[src/rtl/pipe_ctrl_pkg.sv]
// Shared types and constants for the pipeline control sequencer.
package pipe_ctrl_pkg;

    typedef enum logic [1:0] {
        RUN      = 2'd0,
        FLUSH    = 2'd1,
        MEM_WAIT = 2'd2,
        HALT     = 2'd3
    } state_t;

    localparam logic [3:0] OP_HALT  = 4'hF;
    localparam logic [3:0] REG_ZERO = 4'h0;

    // Instruction field positions (each field is 4 bits wide).
    localparam int OP_LSB = 12;
    localparam int RS_LSB = 8;
    localparam int RT_LSB = 4;

    function automatic logic [3:0] opField(input logic [15:0] instruc);
        return instruc[OP_LSB +: 4];
    endfunction

    function automatic logic [3:0] rsField(input logic [15:0] instruc);
        return instruc[RS_LSB +: 4];
    endfunction

    function automatic logic [3:0] rtField(input logic [15:0] instruc);
        return instruc[RT_LSB +: 4];
    endfunction

endpackage

[src/rtl/pipe_ctrl_if.sv]
// Signal bundle between the ID-stage observers and the pipeline control sequencer.
// There is no valid/ready handshake here: every input is a level that the
// controller samples on each rising clk edge, and every output is a per-cycle
// enable that the pipeline registers consume on that same edge.
interface pipe_ctrl_if;
    import pipe_ctrl_pkg::*;

    logic [15:0] ifIdInstruc;
    logic        idExMemRead;
    logic [3:0]  idExRt;
    logic        branchTaken;
    logic        memBusy;
    logic        resume;

    logic        pcWrite;
    logic        wrtIfId;
    logic        IFlush;
    logic        idExFlush;
    logic        halted;
    logic        memErr;
    logic [7:0]  stallCnt;
    state_t      dbgState;

    // Controller side.
    modport master (
        input  ifIdInstruc, idExMemRead, idExRt, branchTaken, memBusy, resume,
        output pcWrite, wrtIfId, IFlush, idExFlush, halted, memErr, stallCnt, dbgState
    );

    // Pipeline side.
    modport slave (
        output ifIdInstruc, idExMemRead, idExRt, branchTaken, memBusy, resume,
        input  pcWrite, wrtIfId, IFlush, idExFlush, halted, memErr, stallCnt, dbgState
    );

endinterface

[src/rtl/pipe_ctrl_hazard_cmp.sv]
// Load-use comparator: the load in ID/EX writes a register the IF/ID instruction reads.
module hazard_cmp
    import pipe_ctrl_pkg::*;
(
    input  logic [15:0] ifIdInstruc,
    input  logic        idExMemRead,
    input  logic [3:0]  idExRt,
    output logic        hazard
);

    // Register zero is never a real dependency.
    always_comb begin
        hazard = idExMemRead && (idExRt != REG_ZERO) &&
                 ((idExRt == rsField(ifIdInstruc)) || (idExRt == rtField(ifIdInstruc)));
    end

endmodule

[src/rtl/pipe_ctrl.sv]
// Pipeline control sequencer: stalls, branch flushes, memory freezes and halt.
module pipe_ctrl
    import pipe_ctrl_pkg::*;
#(
    parameter int MEM_TIMEOUT  = 16,
    parameter int BRANCH_SLOTS = 1
)(
    input logic        clk,
    input logic        rst,
    pipe_ctrl_if.master bus
);

    // FLUSH holds the slots after the branch cycle; MEM_WAIT counts busy cycles seen.
    localparam logic [2:0] LAST_SLOT = 3'(BRANCH_SLOTS - 1);
    localparam logic [7:0] LAST_WAIT = 8'(MEM_TIMEOUT - 1);

    state_t     state, nextState;
    logic [7:0] waitCnt, waitCntNext;
    logic [2:0] slotCnt, slotCntNext;
    logic       memErrQ, memErrNext;
    logic [7:0] stallCntQ;
    logic       hazard;

    logic pcWriteC, wrtIfIdC, iFlushC, idExFlushC, haltedC;

    hazard_cmp uHazard (
        .ifIdInstruc (bus.ifIdInstruc),
        .idExMemRead (bus.idExMemRead),
        .idExRt      (bus.idExRt),
        .hazard      (hazard)
    );

    // Next-state and Mealy output decode; everything forced low while in reset.
    always_comb begin
        nextState   = state;
        waitCntNext = waitCnt;
        slotCntNext = slotCnt;
        memErrNext  = memErrQ;
        pcWriteC    = 1'b0;
        wrtIfIdC    = 1'b0;
        iFlushC     = 1'b0;
        idExFlushC  = 1'b0;
        haltedC     = 1'b0;

        case (state)
            RUN: begin
                if (bus.memBusy) begin
                    nextState   = MEM_WAIT;
                    waitCntNext = 8'd0;
                end else if (hazard) begin
                    idExFlushC = 1'b1;
                end else if (bus.branchTaken) begin
                    pcWriteC = 1'b1;
                    iFlushC  = 1'b1;
                    if (BRANCH_SLOTS > 1) begin
                        nextState   = FLUSH;
                        slotCntNext = 3'd1;
                    end
                end else if (opField(bus.ifIdInstruc) == OP_HALT) begin
                    nextState = HALT;
                end else begin
                    pcWriteC = 1'b1;
                    wrtIfIdC = 1'b1;
                end
            end
            FLUSH: begin
                // A memory stall freezes the pipe and abandons the remaining slots.
                if (bus.memBusy) begin
                    nextState   = MEM_WAIT;
                    waitCntNext = 8'd0;
                end else begin
                    pcWriteC = 1'b1;
                    iFlushC  = 1'b1;
                    if (slotCnt == LAST_SLOT) begin
                        nextState = RUN;
                    end else begin
                        slotCntNext = slotCnt + 3'd1;
                    end
                end
            end
            MEM_WAIT: begin
                if (!bus.memBusy) begin
                    nextState = RUN;
                end else if (waitCnt == LAST_WAIT) begin
                    nextState  = HALT;
                    memErrNext = 1'b1;
                end else begin
                    waitCntNext = waitCnt + 8'd1;
                end
            end
            HALT: begin
                haltedC = 1'b1;
                if (bus.resume) begin
                    // The halt instruction in IF/ID is replaced by a nop.
                    pcWriteC   = 1'b1;
                    iFlushC    = 1'b1;
                    memErrNext = 1'b0;
                    nextState  = RUN;
                end
            end
            default: nextState = RUN;
        endcase

        if (rst) begin
            pcWriteC   = 1'b0;
            wrtIfIdC   = 1'b0;
            iFlushC    = 1'b0;
            idExFlushC = 1'b0;
            haltedC    = 1'b0;
        end
    end

    // State, counters, sticky error and saturating stall counter.
    always_ff @(posedge clk or posedge rst) begin
        if (rst) begin
            state     <= RUN;
            waitCnt   <= 8'd0;
            slotCnt   <= 3'd0;
            memErrQ   <= 1'b0;
            stallCntQ <= 8'd0;
        end else begin
            state   <= nextState;
            waitCnt <= waitCntNext;
            slotCnt <= slotCntNext;
            memErrQ <= memErrNext;
            if (!wrtIfIdC && !iFlushC && (stallCntQ != 8'hFF)) begin
                stallCntQ <= stallCntQ + 8'd1;
            end
        end
    end

    assign bus.pcWrite   = pcWriteC;
    assign bus.wrtIfId   = wrtIfIdC;
    assign bus.IFlush    = iFlushC;
    assign bus.idExFlush = idExFlushC;
    assign bus.halted    = haltedC;
    assign bus.memErr    = memErrQ;
    assign bus.stallCnt  = stallCntQ;
    assign bus.dbgState  = state;

endmodule

[src/flat_wrapper.sv]
// flat-port wrapper written by rule: the top's interface ports become plain ports
module pipe_ctrl_flat import pipe_ctrl_pkg::*;
#(
    parameter int MEM_TIMEOUT  = 16,
    parameter int BRANCH_SLOTS = 1
)
  (clk, rst, bus_ifIdInstruc, bus_idExMemRead, bus_idExRt, bus_branchTaken, bus_memBusy, bus_resume, bus_pcWrite, bus_wrtIfId, bus_IFlush, bus_idExFlush, bus_halted, bus_memErr, bus_stallCnt, bus_dbgState);
  pipe_ctrl_if bus_i ();
  input logic clk;
  input logic rst;
  input wire logic [$bits(bus_i.ifIdInstruc)-1:0] bus_ifIdInstruc;
  input wire logic [$bits(bus_i.idExMemRead)-1:0] bus_idExMemRead;
  input wire logic [$bits(bus_i.idExRt)-1:0] bus_idExRt;
  input wire logic [$bits(bus_i.branchTaken)-1:0] bus_branchTaken;
  input wire logic [$bits(bus_i.memBusy)-1:0] bus_memBusy;
  input wire logic [$bits(bus_i.resume)-1:0] bus_resume;
  output wire logic [$bits(bus_i.pcWrite)-1:0] bus_pcWrite;
  output wire logic [$bits(bus_i.wrtIfId)-1:0] bus_wrtIfId;
  output wire logic [$bits(bus_i.IFlush)-1:0] bus_IFlush;
  output wire logic [$bits(bus_i.idExFlush)-1:0] bus_idExFlush;
  output wire logic [$bits(bus_i.halted)-1:0] bus_halted;
  output wire logic [$bits(bus_i.memErr)-1:0] bus_memErr;
  output wire logic [$bits(bus_i.stallCnt)-1:0] bus_stallCnt;
  output wire logic [$bits(bus_i.dbgState)-1:0] bus_dbgState;
  assign bus_i.ifIdInstruc = bus_ifIdInstruc;
  assign bus_i.idExMemRead = bus_idExMemRead;
  assign bus_i.idExRt = bus_idExRt;
  assign bus_i.branchTaken = bus_branchTaken;
  assign bus_i.memBusy = bus_memBusy;
  assign bus_i.resume = bus_resume;
  assign bus_pcWrite = bus_i.pcWrite;
  assign bus_wrtIfId = bus_i.wrtIfId;
  assign bus_IFlush = bus_i.IFlush;
  assign bus_idExFlush = bus_i.idExFlush;
  assign bus_halted = bus_i.halted;
  assign bus_memErr = bus_i.memErr;
  assign bus_stallCnt = bus_i.stallCnt;
  assign bus_dbgState = bus_i.dbgState;
  pipe_ctrl #(.MEM_TIMEOUT(MEM_TIMEOUT), .BRANCH_SLOTS(BRANCH_SLOTS)) u_core (.clk(clk), .rst(rst), .bus(bus_i));
endmodule
[config.mk]
export PLATFORM = sky130hd
export DESIGN_NAME = pipe_ctrl_flat
export DESIGN_NICKNAME = d
export VERILOG_FILES = /design/src/rtl/pipe_ctrl_pkg.sv /design/src/rtl/pipe_ctrl_if.sv /design/src/rtl/pipe_ctrl_hazard_cmp.sv /design/src/rtl/pipe_ctrl.sv /design/src/flat_wrapper.sv
export SDC_FILE = /design/constraint.sdc
export NUM_CORES = 1
export LEC_CHECK = 0
export ABC_AREA = 0
export CAP_MARGIN = 25
export CORE_MARGIN = 5
export CORE_UTILIZATION = 34
export DETAILED_ROUTE_END_ITERATION = 8
export PLACE_DENSITY = 0.65
export SKIP_LAST_GASP = 1
export SLEW_MARGIN = 0
export SYNTH_ARGS = -nofsm -noshare
export SYNTH_HDL_FRONTEND = slang
export SYNTH_SLANG_ARGS = --single-unit
[constraint.sdc]
create_clock -name clk -period 4.32 [get_ports clk]
set_clock_uncertainty 0.2 [all_clocks]
set_input_delay 1.08 -clock clk [delete_from_list [all_inputs] [get_ports clk]]
set_output_delay 1.08 -clock clk [all_outputs]
set_load 0.05 [all_outputs]
==> impl_metrics.env <==
export IMPL_status="finished clean"
export IMPL_routed_wl_um=3500
export IMPL_hold_path_class="flip-flop to flip-flop"
export IMPL_vias=1208
export IMPL_syn_cell_area_um2=1400
export IMPL_worstPathArrival_ns=2.79
export IMPL_place_area_um2=1890
export IMPL_synth_xor_area_frac=0.125
export IMPL_fmax_mhz=246
export IMPL_row_count=23
export IMPL_io_buffers=37
export IMPL_yosysMostFrequentCell="dfrtp_1"
export IMPL_met3WireLength_um=189
export IMPL_dr_pass1_iters=4
export IMPL_cts_resized_gates=0
export IMPL_gp_congestion=0.789
export IMPL_synth_compound_area_frac=0.145
export IMPL_n_antenna_cell=0
export IMPL_synth_seq_cells=22
export IMPL_finalMaxSlewViolations=0
export IMPL_whs_ns=0.307
export IMPL_synth_seq_area_share=0.394
export IMPL_rsz0062_at_grt="no"
export IMPL_grt_pass1_vias=1301
export IMPL_crit_type="input port to output port"
export IMPL_fin_setup_tns_ns=0
export IMPL_slew_headroom=0.658
export IMPL_cap_violations=0
export IMPL_slowest_delay_ns=0.51
export IMPL_io_pins=42
export IMPL_ctsHoldBuffers=0
export IMPL_finalSetupViolations=0
export IMPL_final_area_um2=1960
export IMPL_wl_per_cell_um=14.8
export IMPL_ys_warn_count=0
export IMPL_clockBufferDepth=2
export IMPL_met2WireLength_um=1770
export IMPL_muxShareOfSynthArea=0.0242
export IMPL_cts_tree="built"
export IMPL_ant_nets=0
export IMPL_place_inst=233
export IMPL_syn_inst=144
export IMPL_grt_overflow_total=0
export IMPL_die_area_um2=5490
export IMPL_synth_ff_type="dfrtp_1"
export IMPL_critical_path_required_ns=3.04
export IMPL_grt_max_degree=16
export IMPL_crit_fanout=4
export IMPL_syn_to_final_growth_pct=40.0
export IMPL_synth_common_cells="dfrtp_1, nand2_1, nor2_1, xnor2_1, nand3_1"
export IMPL_root_buffer="clkbuf_8"
export IMPL_h_tree_depth=1
export IMPL_p_sw_uw=539
export IMPL_powerDensity_nw_per_um2=603
export IMPL_swShare=0.457
export IMPL_dpl_hpwl_um=2760
export IMPL_yosysUniqueCellTypes=40
export IMPL_die_width_um=74.1
export IMPL_synth_top_family_by_area="simple AND/OR/NAND/NOR gates"
export IMPL_period_share=0.941
export IMPL_synth_top_area_share=0.394
export IMPL_crit_slowest_cell="o41ai_1"
export IMPL_worst_path_buf_inv=3
export IMPL_clkSlewWorstSetupHoldPaths_ns=0.08
export IMPL_grtUsageTotal=0.137
export IMPL_crit_chain="clkdlybuf4s50_1, o41ai_1, a21oi_2, buf_4, o21ai_2, buf_12"
export IMPL_route_detailed_drc=0
export IMPL_hold_viol=0
export IMPL_yosys_area_top_type="dfrtp_1"
export IMPL_async_flop_share=1.00
export IMPL_postSynthAreaPerCell_um2=9.71
export IMPL_power_frac_clock=0.161
export IMPL_highest_layer="met4"
export IMPL_synthSimpleGateAreaFrac=0.236
export IMPL_clk_insertion_delay_late_ns=0.26
export IMPL_p_comb_frac=0.524
export IMPL_synthAdderAreaFrac=0.0358
export IMPL_postCtsSetupRepairBufs=0
export IMPL_cts_sinks=22
export IMPL_start_kind="input port"
export IMPL_core_um2=4000
export IMPL_cts_inserted_buffers=3
export IMPL_worst_setup_path_end_kind="output port"
export IMPL_synthesis_nets=174
export IMPL_start_util=0.349
export IMPL_cp_top_family="compound AO/OA/AOI/OAI gates"
export IMPL_drt_iter0_markers=85
export IMPL_fillers=363
export IMPL_finalCriticalPeriod_ns=4.07
export IMPL_yosys_top_cells_area="dfrtp_1, xnor2_1, xor2_1, ha_1, nand3_1"
export IMPL_synth_edf_count=0
export IMPL_p_leak_uw=0.000812
export IMPL_wirelength_met1_um=1470
export IMPL_grt_first_pass_wirelength_um=5890
export IMPL_final_cells=237
export IMPL_worst_pin_slew_ns=0.512
export IMPL_drive_gt1_frac=0.160
export IMPL_p_int_uw=640
export IMPL_finalNetCount=218
export IMPL_vias_per_cell=5.10
export IMPL_antenna_found_initial=0
export IMPL_seqPwrFrac=0.315
export IMPL_die_h_um=74.1
export IMPL_ir_drop_uv=422
==> metal layers <==
layer,global-route usage,vias to the layer above
met3,0.0405,10
met1,0.159,570
met2,0.243,38
met5,0,-
li1,-,590
met4,0.0423,0
==> path summary, 6_finish.rpt <==
| kind | start | to | slack [ns] | depth (start not counted) |
|---|---|---|---|---|
| setup / recovery | bus_idExRt[0] | bus_pcWrite | 0.25 | 6 |
| hold reg to reg | u_core.slotCnt[2] | u_core.slotCnt[2] | 0.31 | 1 |
| setup reg to reg | u_core.bus.dbgState[1] | u_core.bus.stallCnt[1] | 2.07 | 5 |
| hold / removal | u_core.slotCnt[2] | u_core.slotCnt[2] | 0.31 | 1 |
| min in group asynchronous | rst | u_core.bus.dbgState[0] | 1.04 | 2 |
| max in group asynchronous | rst | u_core.bus.stallCnt[7] | 2.39 | 3 |
==> cells by family after synthesis <==
logic type               after synthesis
AND/OR/NAND/NOR                       62
AO/OA/AOI/OAI                         24
flip-flops                            22
XOR/XNOR                              20
buffers and inverters                  9
adder cells (fa/ha/maj)                4
multiplexers                           3
==> power groups by stage <==
stage	sequential, µW	combinational, µW	clock, µW
floorplan	512	268	0
global placement	368	607	0
detailed placement	372	621	0
CTS	371	625	194
global route	386	661	207
finish	372	618	190
==> layout make-up <==
type                       count  area, µm²  share of cell area
clock buffer                   3       41.3              0.0211
clock inverter                 1       30.0              0.0153
inverter                       6       22.5              0.0115
multi-input combinational    113        792               0.405
sequential                    22        551               0.281
tap                           50       62.6              0.0320
timing repair buffer          42        458               0.234
==> flip-flops by register name, summed over array words and instances (netlist names) <==
register / count
u_core.bus.stallCnt: 8
u_core.waitCnt: 8
u_core.slotCnt: 3
u_core.bus.dbgState: 2
u_core.bus.memErr: 1
==> layout by cell type, fill, tap and decap left out, types with 2 or more instances in the layout <==
master,instances
nor3_1,4
and3_1,2
mux2_2,3
nand3_1,10
ha_1,4
buf_12,5
xor2_1,9
a21oi_1,2
o21ai_2,3
a31oi_1,3
nand2_1,12
buf_4,5
nor3_2,2
nand2b_1,4
o21ai_0,5
nor2_1,11
xnor2_1,11
nand4_1,6
clkdlybuf4s50_1,32
dfrtp_1,22
o22ai_1,2
nor2b_1,3
inv_1,6
clkbuf_8,3
==> metrics by stage <==
step           total power, µW  setup slack, ns   util
2_1_floorplan              780            0.214      -
3_3_place_gp               975            0.327  0.471
3_5_place_dp               993            0.299  0.471
4_1_cts                   1190            0.272  0.489
5_1_grt                   1250            0.156  0.489
6_report                  1180            0.255  0.489
Note: power is estimated with default switching activity, not from simulation.
==> RTL edit 1 (config.mk and constraints unchanged) <==
`REG_ZERO`: 4'h0 -> 4'h1.
--- a/src/rtl/pipe_ctrl_pkg.sv
+++ b/src/rtl/pipe_ctrl_pkg.sv
@@ -11,3 +11,3 @@
     localparam logic [3:0] OP_HALT  = 4'hF;
-    localparam logic [3:0] REG_ZERO = 4'h0;
+    localparam logic [3:0] REG_ZERO = 4'h1;
 
Behaviour: not the same (Yosys sat finds a counterexample within 4 cycles, from zero or initial values and one cycle with rst high).
==> RTL edit 1 against the original RTL <==
  * Setup slack lost 2.3 ps
  * Sequential cell count unchanged
  * Cell area is 1.0% lower
  * Combinational power down 4.0%
  * Synthesized area up 0.18%
  * Routed wire length fell by 4.5%
  * First-iteration DRC count is 59% lower
  * Power down 3.4%
  * Fmax hardly changed
  * Critical endpoint is now bus_idExFlush
  * Highest routed layer unchanged
==> RTL edit 1: results (changes against the original RTL) <==
{
  "outcome": {"value": "finished clean", "change": "unchanged"},
  "first_iter_violations": {"value": 35, "change": "was 85"},
  "power.share.switching": {"value": 44.6, "unit": "%", "change": "was 45.7%"},
  "post_synth_xor_area_fraction": {"value": 13.1, "unit": "%", "change": "was 12.5%"},
  "gp_congestion": {"value": 0.796, "change": "was 0.789"},
  "synth_fp_nets": {"value": 172, "change": "was 174"},
  "pwr.group.combinational": {"value": 0.593, "unit": "mW", "change": "was 0.618 mW"},
  "yosys-mux-area-fraction": {"value": 3.66, "unit": "%", "change": "was 2.42%"},
  "final_layout_size_suffix_gt1_share": {"value": 15.4, "unit": "%", "change": "was 16.0%"},
  "power.leakage": {"value": 0.818, "unit": "nW", "change": "was 0.812 nW"},
  "grt_start_max_net_pins": {"value": 23, "change": "was 16"},
  "synth_cells": {"value": 142, "change": "was 144"},
  "synth-adder-area-share": {"value": 3.57, "unit": "%", "change": "was 3.58%"},
  "synth_compound_gate_area_share": {"value": 13.2, "unit": "%", "change": "was 14.5%"},
  "synth.distinct_cells": {"value": 44, "change": "was 40"},
  "largest_incremental_delay_on_the_critical_path": {"value": 590, "unit": "ps", "change": "was 510 ps"},
  "maxSlewHeadroom": {"value": 65.7, "unit": "%", "change": "was 65.8%"},
  "via_per_inst": {"value": 5.04, "change": "was 5.10"},
  "detailed_place.area": {"value": 1870, "unit": "um2", "change": "was 1890 um2"},
  "synth_commonest_cells": {"value": "sky130_fd_sc_hd__dfrtp_1, sky130_fd_sc_hd__nand2_1, sky130_fd_sc_hd__xnor2_1, sky130_fd_sc_hd__nor2_1, sky130_fd_sc_hd__nand4_1", "change": "was sky130_fd_sc_hd__dfrtp_1, sky130_fd_sc_hd__nand2_1, sky130_fd_sc_hd__nor2_1, sky130_fd_sc_hd__xnor2_1, sky130_fd_sc_hd__nand3_1"},
  "grt_first_pass_wirelength": {"value": 5.44, "unit": "mm", "change": "was 5.89 mm"},
  "ir_worst_vdd": {"value": 0.000446, "unit": "V", "change": "was 0.000422 V"},
  "stdcell_count": {"value": 232, "change": "was 237"},
  "ys_seq_area_share": {"value": 39.3, "unit": "%", "change": "was 39.4%"},
  "maximum_fanout_count_along_the_critical_path": {"value": 7, "change": "was 4"},
  "power.sequential.total": {"value": 0.354, "unit": "mW", "change": "was 0.372 mW"},
  "synthTopCellsByArea": {"value": "sky130_fd_sc_hd__dfrtp_1, sky130_fd_sc_hd__xnor2_1, sky130_fd_sc_hd__nand2_1", "change": "was sky130_fd_sc_hd__dfrtp_1, sky130_fd_sc_hd__xnor2_1, sky130_fd_sc_hd__xor2_1"},
  "crit_slowest_cell": {"value": "sky130_fd_sc_hd__clkdlybuf4s50_1", "change": "was sky130_fd_sc_hd__o41ai_1"},
  "first_global_vias": {"value": 1225, "change": "was 1301"}
}
## RTL edit 1: cell types whose count changed after synthesis, sizes merged, moves of 2 or more
| cell | change |
|---|---|
| a31oi | -3 |
| and3 | +2 |
| nor2b | -2 |
| xnor2 | +4 |
| nand2b | -2 |
| xor2 | -3 |
| nand3 | -3 |
| o21ai | -3 |
| nor2 | +2 |
| nand2 | +4 |
| nor3 | -4 |
| a22o | +2 |
| nor4 | +2 |
| nand4 | +2 |
## RTL edit 1: layout make-up
class	count	area, um2
Clock buffer	3	41.3
Timing Repair Buffer	39	425
Tap cell	50	62.6
Multi-Input combinational cell	111	805
Inverter	6	22.5
Fill cell	358	2060
Clock inverter	1	30.0
Sequential cell	22	551
## RTL edit 1: path summary, 6_finish.rpt
path	endpoint	slack [ps]	depth (start not counted)	startpoint
worst min-delay path	u_core.waitCnt[0]$_DFFE_PP0P_	320	1	u_core.waitCnt[0]$_DFFE_PP0P_
worst min register to register	u_core.waitCnt[0]$_DFFE_PP0P_	320	1	u_core.waitCnt[0]$_DFFE_PP0P_
worst max register to register	u_core.bus.stallCnt[6]$_DFFE_PP0P_	2180	6	u_core.bus.dbgState[0]$_DFFE_PP0P_
min in group asynchronous	u_core.waitCnt[0]$_DFFE_PP0P_	1130	3	rst
max in group asynchronous	u_core.slotCnt[0]$_DFFE_PP0P_	2560	3	rst
worst max-delay path	bus_idExFlush	250	6	bus_idExRt[3]
## RTL edit 1: critical path: cells and delay by family
kind                      cells  cell delay, ps
xor gates and xnor gates      1             160
and+or+nand+nor               2             430
buffers and inverters         2             730
AOI/OAI and AO/OA             1             380
## RTL edit 1: per-layer routing
metal	vias up	share of wire [%]	track usage [%]
li1	574	-	-
met1	554	43	14.7
met2	38	48	22.2
met3	4	8.0	3.38
met4	0	1.1	3.62
met5	-	0	0
==> RTL edit 2 (same flow settings) <==
Without the edit above. Reset style: synchronous (`rst`), changed in one clocked block.
--- a/src/rtl/pipe_ctrl.sv
+++ b/src/rtl/pipe_ctrl.sv
@@ -113,3 +113,3 @@
     // State, counters, sticky error and saturating stall counter.
-    always_ff @(posedge clk or posedge rst) begin
+    always_ff @(posedge clk) begin
         if (rst) begin
Behaviour: differs if rst is asserted again (counterexample within 4 cycles, from zero or initial values and one cycle with rst high); with rst held inactive, the same outputs for 10 cycles.
==> RTL edit 2 against the original RTL <==
  * Routed wire length down 9.1%
  * Count of clock-buffer cells in the layout unchanged
  * Setup slack better by 81 ps
  * Cell area down 8.4%
  * Synthesized area down 6.9%
  * Sequential cell count unchanged
Power is not compared: it rests on default switching activity, and its combinational part moved more than twofold at a synthesized area within 25%.
==> RTL edit 2: results (changes against the original RTL) <==
{
  "post_placement_setup_slack": {"value": 329, "unit": "ps", "change": "was 299 ps"},
  "outcome": {"value": "finished clean", "change": "unchanged"},
  "gp_congestion": {"value": 0.892, "change": "was 0.789"},
  "place.detailed.instances": {"value": 238, "change": "was 233"},
  "ys_seq_area_share": {"value": 33.8, "unit": "%", "change": "was 39.4%"},
  "synthTopCellsByArea": {"value": "sky130_fd_sc_hd__dfxtp_1, sky130_fd_sc_hd__xnor2_1, sky130_fd_sc_hd__nor2_1", "change": "was sky130_fd_sc_hd__dfrtp_1, sky130_fd_sc_hd__xnor2_1, sky130_fd_sc_hd__xor2_1"},
  "hold_path_depth": {"value": 2, "change": "was 1"},
  "grtUsageTotal": {"value": 12.4, "unit": "%", "change": "was 13.7%"},
  "first_iter_violations": {"value": 31, "change": "was 85"},
  "synth_fp_nets": {"value": 186, "change": "was 174"},
  "worst-r2r-setup-slack": {"value": 1920, "unit": "ps", "change": "was 2070 ps"},
  "synth-adder-area-share": {"value": 3.85, "unit": "%", "change": "was 3.58%"},
  "wirelength_met1": {"value": 1.42, "unit": "mm", "change": "was 1.47 mm"},
  "maxSlewHeadroom": {"value": 62.3, "unit": "%", "change": "was 65.8%"},
  "synth_compound_gate_area_share": {"value": 13.9, "unit": "%", "change": "was 14.5%"},
  "synth_commonest_cells": {"value": "sky130_fd_sc_hd__nor2_1, sky130_fd_sc_hd__dfxtp_1, sky130_fd_sc_hd__nand4_1, sky130_fd_sc_hd__a21oi_1, sky130_fd_sc_hd__xnor2_1", "change": "was sky130_fd_sc_hd__dfrtp_1, sky130_fd_sc_hd__nand2_1, sky130_fd_sc_hd__nor2_1, sky130_fd_sc_hd__xnor2_1, sky130_fd_sc_hd__nand3_1"},
  "crit_slowest_cell": {"value": "sky130_fd_sc_hd__clkdlybuf4s50_1", "change": "was sky130_fd_sc_hd__o41ai_1"},
  "synth.distinct_cells": {"value": 36, "change": "was 40"},
  "nFillCells": {"value": 366, "change": "was 363"},
  "timing.rr.start": {"value": "u_core.bus.dbgState[1]$_SDFFE_PP0P_", "change": "was u_core.bus.dbgState[1]$_DFFE_PP0P_"},
  "final_layout_size_suffix_gt1_share": {"value": 11.4, "unit": "%", "change": "was 16.0%"},
  "first_global_vias": {"value": 1151, "change": "was 1301"},
  "grt_first_pass_wirelength": {"value": 5.24, "unit": "mm", "change": "was 5.89 mm"},
  "yosys-mux-area-fraction": {"value": 4.90, "unit": "%", "change": "was 2.42%"},
  "async_reset_ff_share": {"value": 0, "unit": "%", "change": "was 100%"}
}
## RTL edit 2: cell types whose count changed after synthesis, sizes merged, moves of 3 or more
cell   change
a21oi      +7
and2       +4
and3       +3
dfrtp     -22
dfxtp     +22
mux2i      +3
nand2      -8
nand3      -3
nand4      +5
nor2      +12
nor3       -3
o21ai      -6
## RTL edit 2: final cells by class
class	count	area, um2	share of cell area [%]
Sequential cell	22	440	24.6
Inverter	7	26.3	1.47
Multi-Input combinational cell	121	793	44.3
Timing Repair Buffer	40	430	24.0
Tap cell	48	60.1	3.35
Clock buffer	3	41.3	2.30
## RTL edit 2: worst max-delay path by stage
| stage | start | endpoint | slack (ps) |
|---|---|---|---|
| after global routing | bus_idExRt[0] | bus_wrtIfId | 190 |
| after floorplan | bus_idExRt[0] | bus_wrtIfId | 330 |
| after CTS | bus_idExRt[0] | bus_wrtIfId | 330 |
| final | bus_idExRt[0] | bus_wrtIfId | 340 |
| after detailed placement | bus_idExRt[0] | bus_wrtIfId | 330 |
| after global placement | bus_idExRt[0] | bus_wrtIfId | 350 |
## RTL edit 2: power groups by stage
stage,Sequential [mW],Clock (mW),Combinational [mW]
final,0.224,0.123,0.130
after global routing,0.226,0.135,0.140
after CTS,0.223,0.127,0.131
after detailed placement,0.228,0,0.130
after global placement,0.228,0,0.128
after floorplan,0.244,0,0.0627
## RTL edit 2: cell families after synthesis
kind of cell / count (synthesis)
xor gates and xnor gates: 17
buffers and inverters: 13
AOI/OAI and AO/OA: 26
DFF: 22
and+or+nand+nor: 68
muxes: 6
adders and majority gates: 4
## RTL edit 2: layer usage
metal	track usage (%)	vias up
met3	3.09	4
met5	0	-
met1	15.2	562
met2	21.3	28
li1	-	623
met4	3.76	0
